==> src/rtl/max_score_tracker_if.sv <==
// Width package and valid/ready bundle for max_score_tracker.
// The master side feeds candidates and takes the final best cell.
package design_variables;
  localparam int SCORE_WIDTH    = 16;
  localparam int ROW_BITS_WIDTH = 8;
  localparam int COL_BITS_WIDTH = 8;
endpackage

interface max_score_tracker_if
  import design_variables::*;
#(
  parameter int NUM_BEATS = 31
);
  localparam int CW = $clog2(NUM_BEATS + 1);

  logic                      start;
  logic                      in_valid;
  logic                      in_ready;
  logic [SCORE_WIDTH-1:0]    in_score;
  logic [ROW_BITS_WIDTH-1:0] in_row;
  logic [COL_BITS_WIDTH-1:0] in_col;
  logic                      out_valid;
  logic                      out_ready;
  logic [SCORE_WIDTH-1:0]    best_score;
  logic [ROW_BITS_WIDTH-1:0] best_row;
  logic [COL_BITS_WIDTH-1:0] best_col;
  logic [CW-1:0]             beat_cnt;

  modport master (
    output start, in_valid, in_score, in_row, in_col, out_ready,
    input  in_ready, out_valid, best_score, best_row, best_col,
    input  beat_cnt
  );

  modport slave (
    input  start, in_valid, in_score, in_row, in_col, out_ready,
    output in_ready, out_valid, best_score, best_row, best_col,
    output beat_cnt
  );
endinterface

==> src/rtl/max_score_tracker.sv <==
// Running maximum of {score,row,col} over NUM_BEATS wavefront beats.
// MAX_SCORE_TRACKER_IN_REG_EN adds an input register before compare.
module max_score_tracker
  import design_variables::*;
#(
  parameter int NUM_BEATS = 31
) (
  input logic               clk,
  input logic               rst,
  max_score_tracker_if.slave io_bus
);
  localparam int CW = $clog2(NUM_BEATS + 1);

  typedef enum logic [1:0] {
    IDLE,
    TRACK,
    DONE
  } state_t;

  state_t r_state;
  state_t w_next;

  logic [CW-1:0]             r_cnt;
  logic [SCORE_WIDTH-1:0]    r_best_score;
  logic [ROW_BITS_WIDTH-1:0] r_best_row;
  logic [COL_BITS_WIDTH-1:0] r_best_col;

  logic                      w_acc;
  logic                      w_start;
  logic                      w_hand;
  logic                      w_out_valid;
  logic [CW-1:0]             w_acc_cnt;
  logic                      w_bv;
  logic [SCORE_WIDTH-1:0]    w_bs;
  logic [ROW_BITS_WIDTH-1:0] w_br;
  logic [COL_BITS_WIDTH-1:0] w_bc;

  assign w_acc = io_bus.in_valid && (r_state == TRACK);

`ifdef MAX_SCORE_TRACKER_IN_REG_EN
  logic                      r_v;
  logic [SCORE_WIDTH-1:0]    r_s;
  logic [ROW_BITS_WIDTH-1:0] r_r;
  logic [COL_BITS_WIDTH-1:0] r_c;

  always_ff @(posedge clk) begin
    if (rst || w_start) begin
      r_v <= 1'b0;
      r_s <= '0;
      r_r <= '0;
      r_c <= '0;
    end else begin
      r_v <= w_acc;
      r_s <= io_bus.in_score;
      r_r <= io_bus.in_row;
      r_c <= io_bus.in_col;
    end
  end

  assign w_bv        = r_v;
  assign w_bs        = r_s;
  assign w_br        = r_r;
  assign w_bc        = r_c;
  // A beat still in the register counts toward the final-beat test
  assign w_acc_cnt   = r_cnt + CW'(r_v);
  assign w_out_valid = (r_state == DONE) && !r_v;
`else
  assign w_bv        = w_acc;
  assign w_bs        = io_bus.in_score;
  assign w_br        = io_bus.in_row;
  assign w_bc        = io_bus.in_col;
  assign w_acc_cnt   = r_cnt;
  assign w_out_valid = (r_state == DONE);
`endif

  assign w_hand  = w_out_valid && io_bus.out_ready;
  assign w_start = io_bus.start &&
                   ((r_state == IDLE) || w_hand);

  always_ff @(posedge clk) begin
    if (rst) r_state <= IDLE;
    else     r_state <= w_next;
  end

  always_comb begin
    w_next = r_state;
    unique case (r_state)
      IDLE: begin
        if (w_start) w_next = TRACK;
      end
      TRACK: begin
        if (w_acc && (w_acc_cnt == CW'(NUM_BEATS - 1)))
          w_next = DONE;
      end
      DONE: begin
        if (w_start)     w_next = TRACK;
        else if (w_hand) w_next = IDLE;
      end
      default: w_next = IDLE;
    endcase
  end

  always_ff @(posedge clk) begin
    if (rst || w_start) begin
      r_cnt        <= '0;
      r_best_score <= '0;
      r_best_row   <= '0;
      r_best_col   <= '0;
    end else if (w_bv) begin
      r_cnt <= r_cnt + 1'b1;
      // Strict compare keeps the earlier beat on ties
      if ((r_cnt == '0) || (w_bs > r_best_score)) begin
        r_best_score <= w_bs;
        r_best_row   <= w_br;
        r_best_col   <= w_bc;
      end
    end
  end

  assign io_bus.in_ready   = (r_state == TRACK);
  assign io_bus.out_valid  = w_out_valid;
  assign io_bus.best_score = r_best_score;
  assign io_bus.best_row   = r_best_row;
  assign io_bus.best_col   = r_best_col;
  assign io_bus.beat_cnt   = r_cnt;
endmodule

==> src/flat_wrapper.sv <==
// flat-port wrapper written by rule: the top's interface ports become plain ports
module max_score_tracker_flat import design_variables::*;
#(
  parameter int NUM_BEATS = 31
)
  (clk, rst, io_bus_start, io_bus_in_valid, io_bus_in_score, io_bus_in_row, io_bus_in_col, io_bus_out_ready, io_bus_in_ready, io_bus_out_valid, io_bus_best_score, io_bus_best_row, io_bus_best_col, io_bus_beat_cnt);
  max_score_tracker_if #(.NUM_BEATS(NUM_BEATS)) io_bus_i ();
  input logic clk;
  input logic rst;
  input wire logic [$bits(io_bus_i.start)-1:0] io_bus_start;
  input wire logic [$bits(io_bus_i.in_valid)-1:0] io_bus_in_valid;
  input wire logic [$bits(io_bus_i.in_score)-1:0] io_bus_in_score;
  input wire logic [$bits(io_bus_i.in_row)-1:0] io_bus_in_row;
  input wire logic [$bits(io_bus_i.in_col)-1:0] io_bus_in_col;
  input wire logic [$bits(io_bus_i.out_ready)-1:0] io_bus_out_ready;
  output wire logic [$bits(io_bus_i.in_ready)-1:0] io_bus_in_ready;
  output wire logic [$bits(io_bus_i.out_valid)-1:0] io_bus_out_valid;
  output wire logic [$bits(io_bus_i.best_score)-1:0] io_bus_best_score;
  output wire logic [$bits(io_bus_i.best_row)-1:0] io_bus_best_row;
  output wire logic [$bits(io_bus_i.best_col)-1:0] io_bus_best_col;
  output wire logic [$bits(io_bus_i.beat_cnt)-1:0] io_bus_beat_cnt;
  assign io_bus_i.start = io_bus_start;
  assign io_bus_i.in_valid = io_bus_in_valid;
  assign io_bus_i.in_score = io_bus_in_score;
  assign io_bus_i.in_row = io_bus_in_row;
  assign io_bus_i.in_col = io_bus_in_col;
  assign io_bus_i.out_ready = io_bus_out_ready;
  assign io_bus_in_ready = io_bus_i.in_ready;
  assign io_bus_out_valid = io_bus_i.out_valid;
  assign io_bus_best_score = io_bus_i.best_score;
  assign io_bus_best_row = io_bus_i.best_row;
  assign io_bus_best_col = io_bus_i.best_col;
  assign io_bus_beat_cnt = io_bus_i.beat_cnt;
  max_score_tracker #(.NUM_BEATS(NUM_BEATS)) u_core (.clk(clk), .rst(rst), .io_bus(io_bus_i));
endmodule
==> config.mk <==
export PLATFORM = sky130hd
export DESIGN_NAME = max_score_tracker_flat
export DESIGN_NICKNAME = d
export VERILOG_FILES = /design/src/rtl/max_score_tracker_if.sv /design/src/rtl/max_score_tracker.sv /design/src/flat_wrapper.sv
export SDC_FILE = /design/constraint.sdc
export NUM_CORES = 1
export LEC_CHECK = 0
export ABC_AREA = 1
export BUFFER_PORTS_ARGS = -buffer_cell sky130_fd_sc_hd__buf_4
export CAP_MARGIN = 25
export CELL_PAD_IN_SITES_DETAIL_PLACEMENT = 1
export CELL_PAD_IN_SITES_GLOBAL_PLACEMENT = 2
export CORE_MARGIN = 2
export CORE_UTILIZATION = 26
export CTS_CLUSTER_SIZE = 25
export DETAILED_ROUTE_END_ITERATION = 8
export PLACE_DENSITY_LB_ADDON = 0.15
export SYNTH_ARGS = -nofsm -noshare
export SYNTH_HDL_FRONTEND = slang
export SYNTH_SLANG_ARGS = --single-unit
==> constraint.sdc <==
create_clock -name clk -period 2.2 [get_ports clk]
set_input_delay 0.33 -clock clk [delete_from_list [all_inputs] [get_ports clk]]
set_output_delay 0.33 -clock clk [all_outputs]
set_load 0.005 [all_outputs]
Yosys cells after proc, flatten, opt, wreduce, memory -nomap -nowiden
Cells that the tools add are included.
{"block": "op_classes", "addsub": 1, "n_mul": 0, "n_div": 0, "n_lt_le_gt_ge": 1, "n_eq_ne": 6, "n_shift": 0, "n_mux": 5, "bitwise": 0, "reduce_logical": 11}
{"op": "$gt 16x16->1", "n": 1}
{"op": "$mux 2", "n": 4}
{"op": "$pmux 2 s3", "n": 1}
{"op": "$add 5x1->5 const B", "n": 1}
{"op": "$eq 5x5->1 const B", "n": 1}
{"op": "$logic_not 5->1", "n": 1}
{"op": "$logic_and 1x1->1", "n": 4}
{"op": "$ne 2x1->1 const B", "n": 2}
{"op": "$logic_or 1x1->1", "n": 3}
{"op": "$ne 3x1->1 const B", "n": 1}
{"op": "$reduce_and 3->1", "n": 1}
{"op": "$eq 2x1->1 const B", "n": 1}
{"op": "$eq 2x2->1 const B", "n": 1}
{"op": "$logic_not 2->1", "n": 1}
{"op": "$reduce_and 2->1", "n": 1}
{"block": "word_totals", "register_bits": 39, "latch_bits": 0, "ram_bits": 0, "romBits": 0, "inputBits": 37, "out_inout_bits": 39, "elab_cells": 29, "memories": 0}

Depth between registers and ports, before layout
{"block": "logic_depth", "word_depth": 6, "depth_mapped": 17, "mapped_depth_nobuf": 16}

Worst setup path after synthesis
OpenSTA, ideal clock, no wires.
{"block": "synth_path", "path_type": "flip-flop to flip-flop", "startpoint": "register u_core.r_best_score[7], in the netlist u_core.io_bus.best_score[7]", "endpoint": "register u_core.r_best_col[0], in the netlist u_core.io_bus.best_col[0]", "setup_ps": 115, "arrival_ps": 1561, "required_time_ps": 2085, "slack_ps": 524, "stages_incl_launch_ff": 13, "path_buffers": 1, "period_less_slack_ps": 1676, "cell_sequence": "dfxtp_1 -> inv_1 -> ha_1 -> a21o_1 -> nor2_1 -> nand2_1 -> nand2_1 -> nand2_1 -> nand2_1 -> nand2_4 -> buf_6 -> a21oi_1 -> nor2_1"}
{"block": "synth_between", "elab_chain_len": 3}
{"item": "start, declared", "line": "max_score_tracker.sv:24", "source": "logic [SCORE_WIDTH-1:0] r_best_score;"}
{"item": "start signal, assigned", "line": "max_score_tracker.sv:113", "source": "r_best_score <= w_bs;"}
{"item": "$gt 16x16->1", "line": "max_score_tracker.sv:112", "source": "if ((r_cnt == '0) || (w_bs > r_best_score)) begin"}
{"item": "$logic_or 1x1->1", "line": "max_score_tracker.sv:112"}
{"item": "$reduce_and 2->1 (no line)"}
{"item": "end signal, assigned", "line": "max_score_tracker.sv:115", "source": "r_best_col <= w_bc;"}
{"item": "end, declared", "line": "max_score_tracker.sv:26", "source": "logic [COL_BITS_WIDTH-1:0] r_best_col;"}
Every way passes these cells.
A chain may end at the register's enable or synchronous reset.

Worst setup path after layout
{"block": "layout_path", "startpoint": "register u_core.r_best_score[5], in the netlist u_core.io_bus.best_score[5]", "endpoint": "register u_core.r_best_row[1], in the netlist u_core.io_bus.best_row[1]"}
{"block": "layout_between", "elab_chain_len": 3}
{"item": "$gt 16x16->1", "line": "max_score_tracker.sv:112"}
{"item": "$logic_or 1x1->1", "line": "max_score_tracker.sv:112"}
{"item": "$reduce_and 2->1 (no line)"}
{"item": "end signal, assigned", "line": "max_score_tracker.sv:114", "source": "r_best_row <= w_br;"}
{"item": "end, declared", "line": "max_score_tracker.sv:25", "source": "logic [ROW_BITS_WIDTH-1:0] r_best_row;"}
Every way passes these cells.

==> reports/results.ini <==
[status]
status=complete, no violations

[floorplan]
core_sq_um=8300
rows=33
io_pins=76
chipHeight_microns=96.8
die_area_sq_um=9370
die_w_microns=96.8
initial_core_util=0.270

[global_route]
grt_pass1_vias=2161
grt_use_total=0.129
grt.overflow.total=0
antenna_found_initial=0
grt_pass1_wl_mm=10.1
grt_start_max_net_pins=41

[sta]
finalSetupViolCount=0
finalSetupTns_ns=0
slew_headroom=0.729
fin_worst_skew_ns=0.00870
rsz0062_at_grt=no
min_period_ns=1.95
drv_slew=0
fmax_mhz=513
worst_slack_ns=0.250
hold_viol_final=0
worstMarginPinSlew_ns=0.406
timing.final.crit_share=0.886
whs_ns=0.201

[cells_and_area]
nFillCells=1038
drive_gt1_frac=0.259
final_common_cell=buf_4
fin_nets=460
area_growth_pct=37.1
instances_no_fill=510
insertedDiodeCount=0
final_cell_mix=buf_4 (83), inv_1 (60), nand2_1 (54), nor2_1 (41), a21oi_1 (41)
utilization=0.370

[detailed_routing]
first_pass_iters=4
routed_wl_mm=6.37
drt_iter0_markers=76
post-route-drc-count=0
vias_per_cell=4.43
dr.max_layer_used=met4
wl_met3_microns=284
wl_met2_mm=3.04
wl_met1_mm=3.01
dr_total_vias=2258
drt-wirelength-per-cell_microns=12.5
final_antenna_net_count=0

[clock_tree]
clk_latency_ns=0.30
cts_max_level=2
cts_buffers=5
cts_tree=yes
clk_pin_slew_ns=0.09
cts_buffer_depth=2
cts_root_buffer=clkbuf_8
clock-sinks=39

[worst_setup_path]
crit_path_max_incr_delay_ns=0.37
worst-endpoint-required_ns=2.39
cp.arrival_ns=2.14
path_buf_inv=2
cp-startpoint=u_core.io_bus.best_score[5]
path_class=flop to flop
crit_path_cell_trace=inv_1, ha_1, a21oi_1, nor2_1, nor2_1, nand2_1, nand2_1, nand2_1, nand2_2, nand2_8, clkbuf_16, a21oi_1, nor2_1
crit_family=simple AND/OR/NAND/NOR gates
r2r-start=u_core.io_bus.best_score[5]
critPathLaunchType=flop
critPathSlowestCell=dfxtp_1
crit_fanout=15
endpoint_kind=flop

[synth]
synth_largest_area_cell=dfxtp_1
syn-cell-area_sq_um=2240
synth_seq_area_share=0.349
avgSynthCellArea_sq_um=6.89
synth_nets=381
synth_seq_cells=39
ys_top_cells_by_area=dfxtp_1 (35%), ha_1 (11%), inv_1 (10%), a21oi_1 (9.4%), nand2_1 (9.2%)
yosys.area.top_type_share=0.349
synthCells=325
yosys_warnings=0
yosysUniqueCellTypes=21

[power_and_ir_drop]
ir_drop_v=0.000190
p_per_area_nw_per_um2=521
p_leak_nw=1.49

[job]
max-cap-violations=0

[placement]
place_hpwl_mm=4.53
gp_congestion=0.703
portBuffers=75
place_ws_ns=0.189
place_inst=495

[min_path]
min_from=rst
hp-class=input port to flop

==> cells by family (layout without fill, tap and decap cells) <==
| group | count (synthesis) | count (layout) | synth area share |
|---|---|---|---|
| simple gates | 139 | 140 | 0.264 |
| buf+inv | 77 | 156 | 0.158 |
| compound gates | 50 | 50 | 0.119 |
| flops | 39 | 39 | 0.349 |
| fa+ha+maj | 19 | 19 | 0.106 |
| xor+xnor | 1 | 1 | 0.00391 |
==> state kept, by name, indices dropped and copies added (netlist names) <==
| register | count |
|---|---|
| u_core.io_bus.best_score | 16 |
| u_core.io_bus.best_row | 8 |
| u_core.r_state | 2 |
| u_core.io_bus.beat_cnt | 5 |
| u_core.io_bus.best_col | 8 |
==> final timing paths <==
check | end | slack (ns) | cells past startpoint
setup reg to reg | u_core.io_bus.best_row[1] | 0.25 | 13
hold reg to reg | u_core.io_bus.best_row[6] | 0.49 | 2
setup / recovery | u_core.io_bus.best_row[1] | 0.25 | 13
hold / removal | u_core.r_state[0] | 0.20 | 2
==> synthesized netlist by cell type <==
master and instances:
o21ai_0 3, nor3_1 2, a21o_1 1, a31oi_1 2
inv_1 60, buf_6 7, buf_2 9, nor3_2 1
nand2_4 1, xor2_1 1, a21oi_1 42, nand3_1 35
nand4_1 2, ha_1 19, a311oi_1 1, dfxtp_1 39
inv_2 1, nor2_2 2, o211ai_2 1, nand2_1 55
nor2_1 41
==> final cells by class <==
cell class / instances / area (sq um) / share of cell area
Clock buffer: 6 / 72.6 / 0.0237
Clock inverter: 2 / 12.5 / 0.00408
Inverter: 61 / 229 / 0.0746
Multi-Input combinational cell: 210 / 1130 / 0.367
Sequential cell: 39 / 783 / 0.255
Tap cell: 105 / 131 / 0.0428
Timing Repair Buffer: 87 / 713 / 0.232
==> worst reg2reg max path, stage by stage (launching register included) <==
cell and delay, ns:
dfxtp_1 0.37, inv_1 0.06, ha_1 0.30, a21oi_1 0.15, nor2_1 0.05, nor2_1 0.10
nand2_1 0.07, nand2_1 0.06, nand2_1 0.06, nand2_2 0.13, nand2_8 0.11, clkbuf_16 0.21
a21oi_1 0.14, nor2_1 0.06
==> metrics by stage <==
stage | power (mW) | instance area [sq um]
after floorplan | 0.963 | 2240
after global placement | 1.10 | 2880
after detailed placement | 1.11 | 2880
after CTS | 1.61 | 2960
after global routing | 1.71 | 3070
final | 1.60 | 3070
==> power by group <==
group / switching [mW] / total (mW) / internal, mW / leakage, nW
logic: 0.179 / 0.350 / 0.171 / 1.13
clock network: 0.273 / 0.495 / 0.222 / 0.0412
registers: 0.0193 / 0.752 / 0.733 / 0.318
total: 0.472 / 1.60 / 1.13 / 1.49
==> repair_timing <==
item / in CTS / in global routing
setup buffers: 0 / 4
resized for setup: 0 / 5
hold buffers: 0 / 0
setup endpoints to repair: 0 / 10
==> per-layer routing <==
| metal | vias up | global-route usage |
|---|---|---|
| met5 | - | 0 |
| met4 | 0 | 0.0358 |
| met3 | 4 | 0.0361 |
| met2 | 44 | 0.216 |
| met1 | 1027 | 0.163 |
| li1 | 1183 | - |
No activity file was read; power rests on OpenSTA's default activity.
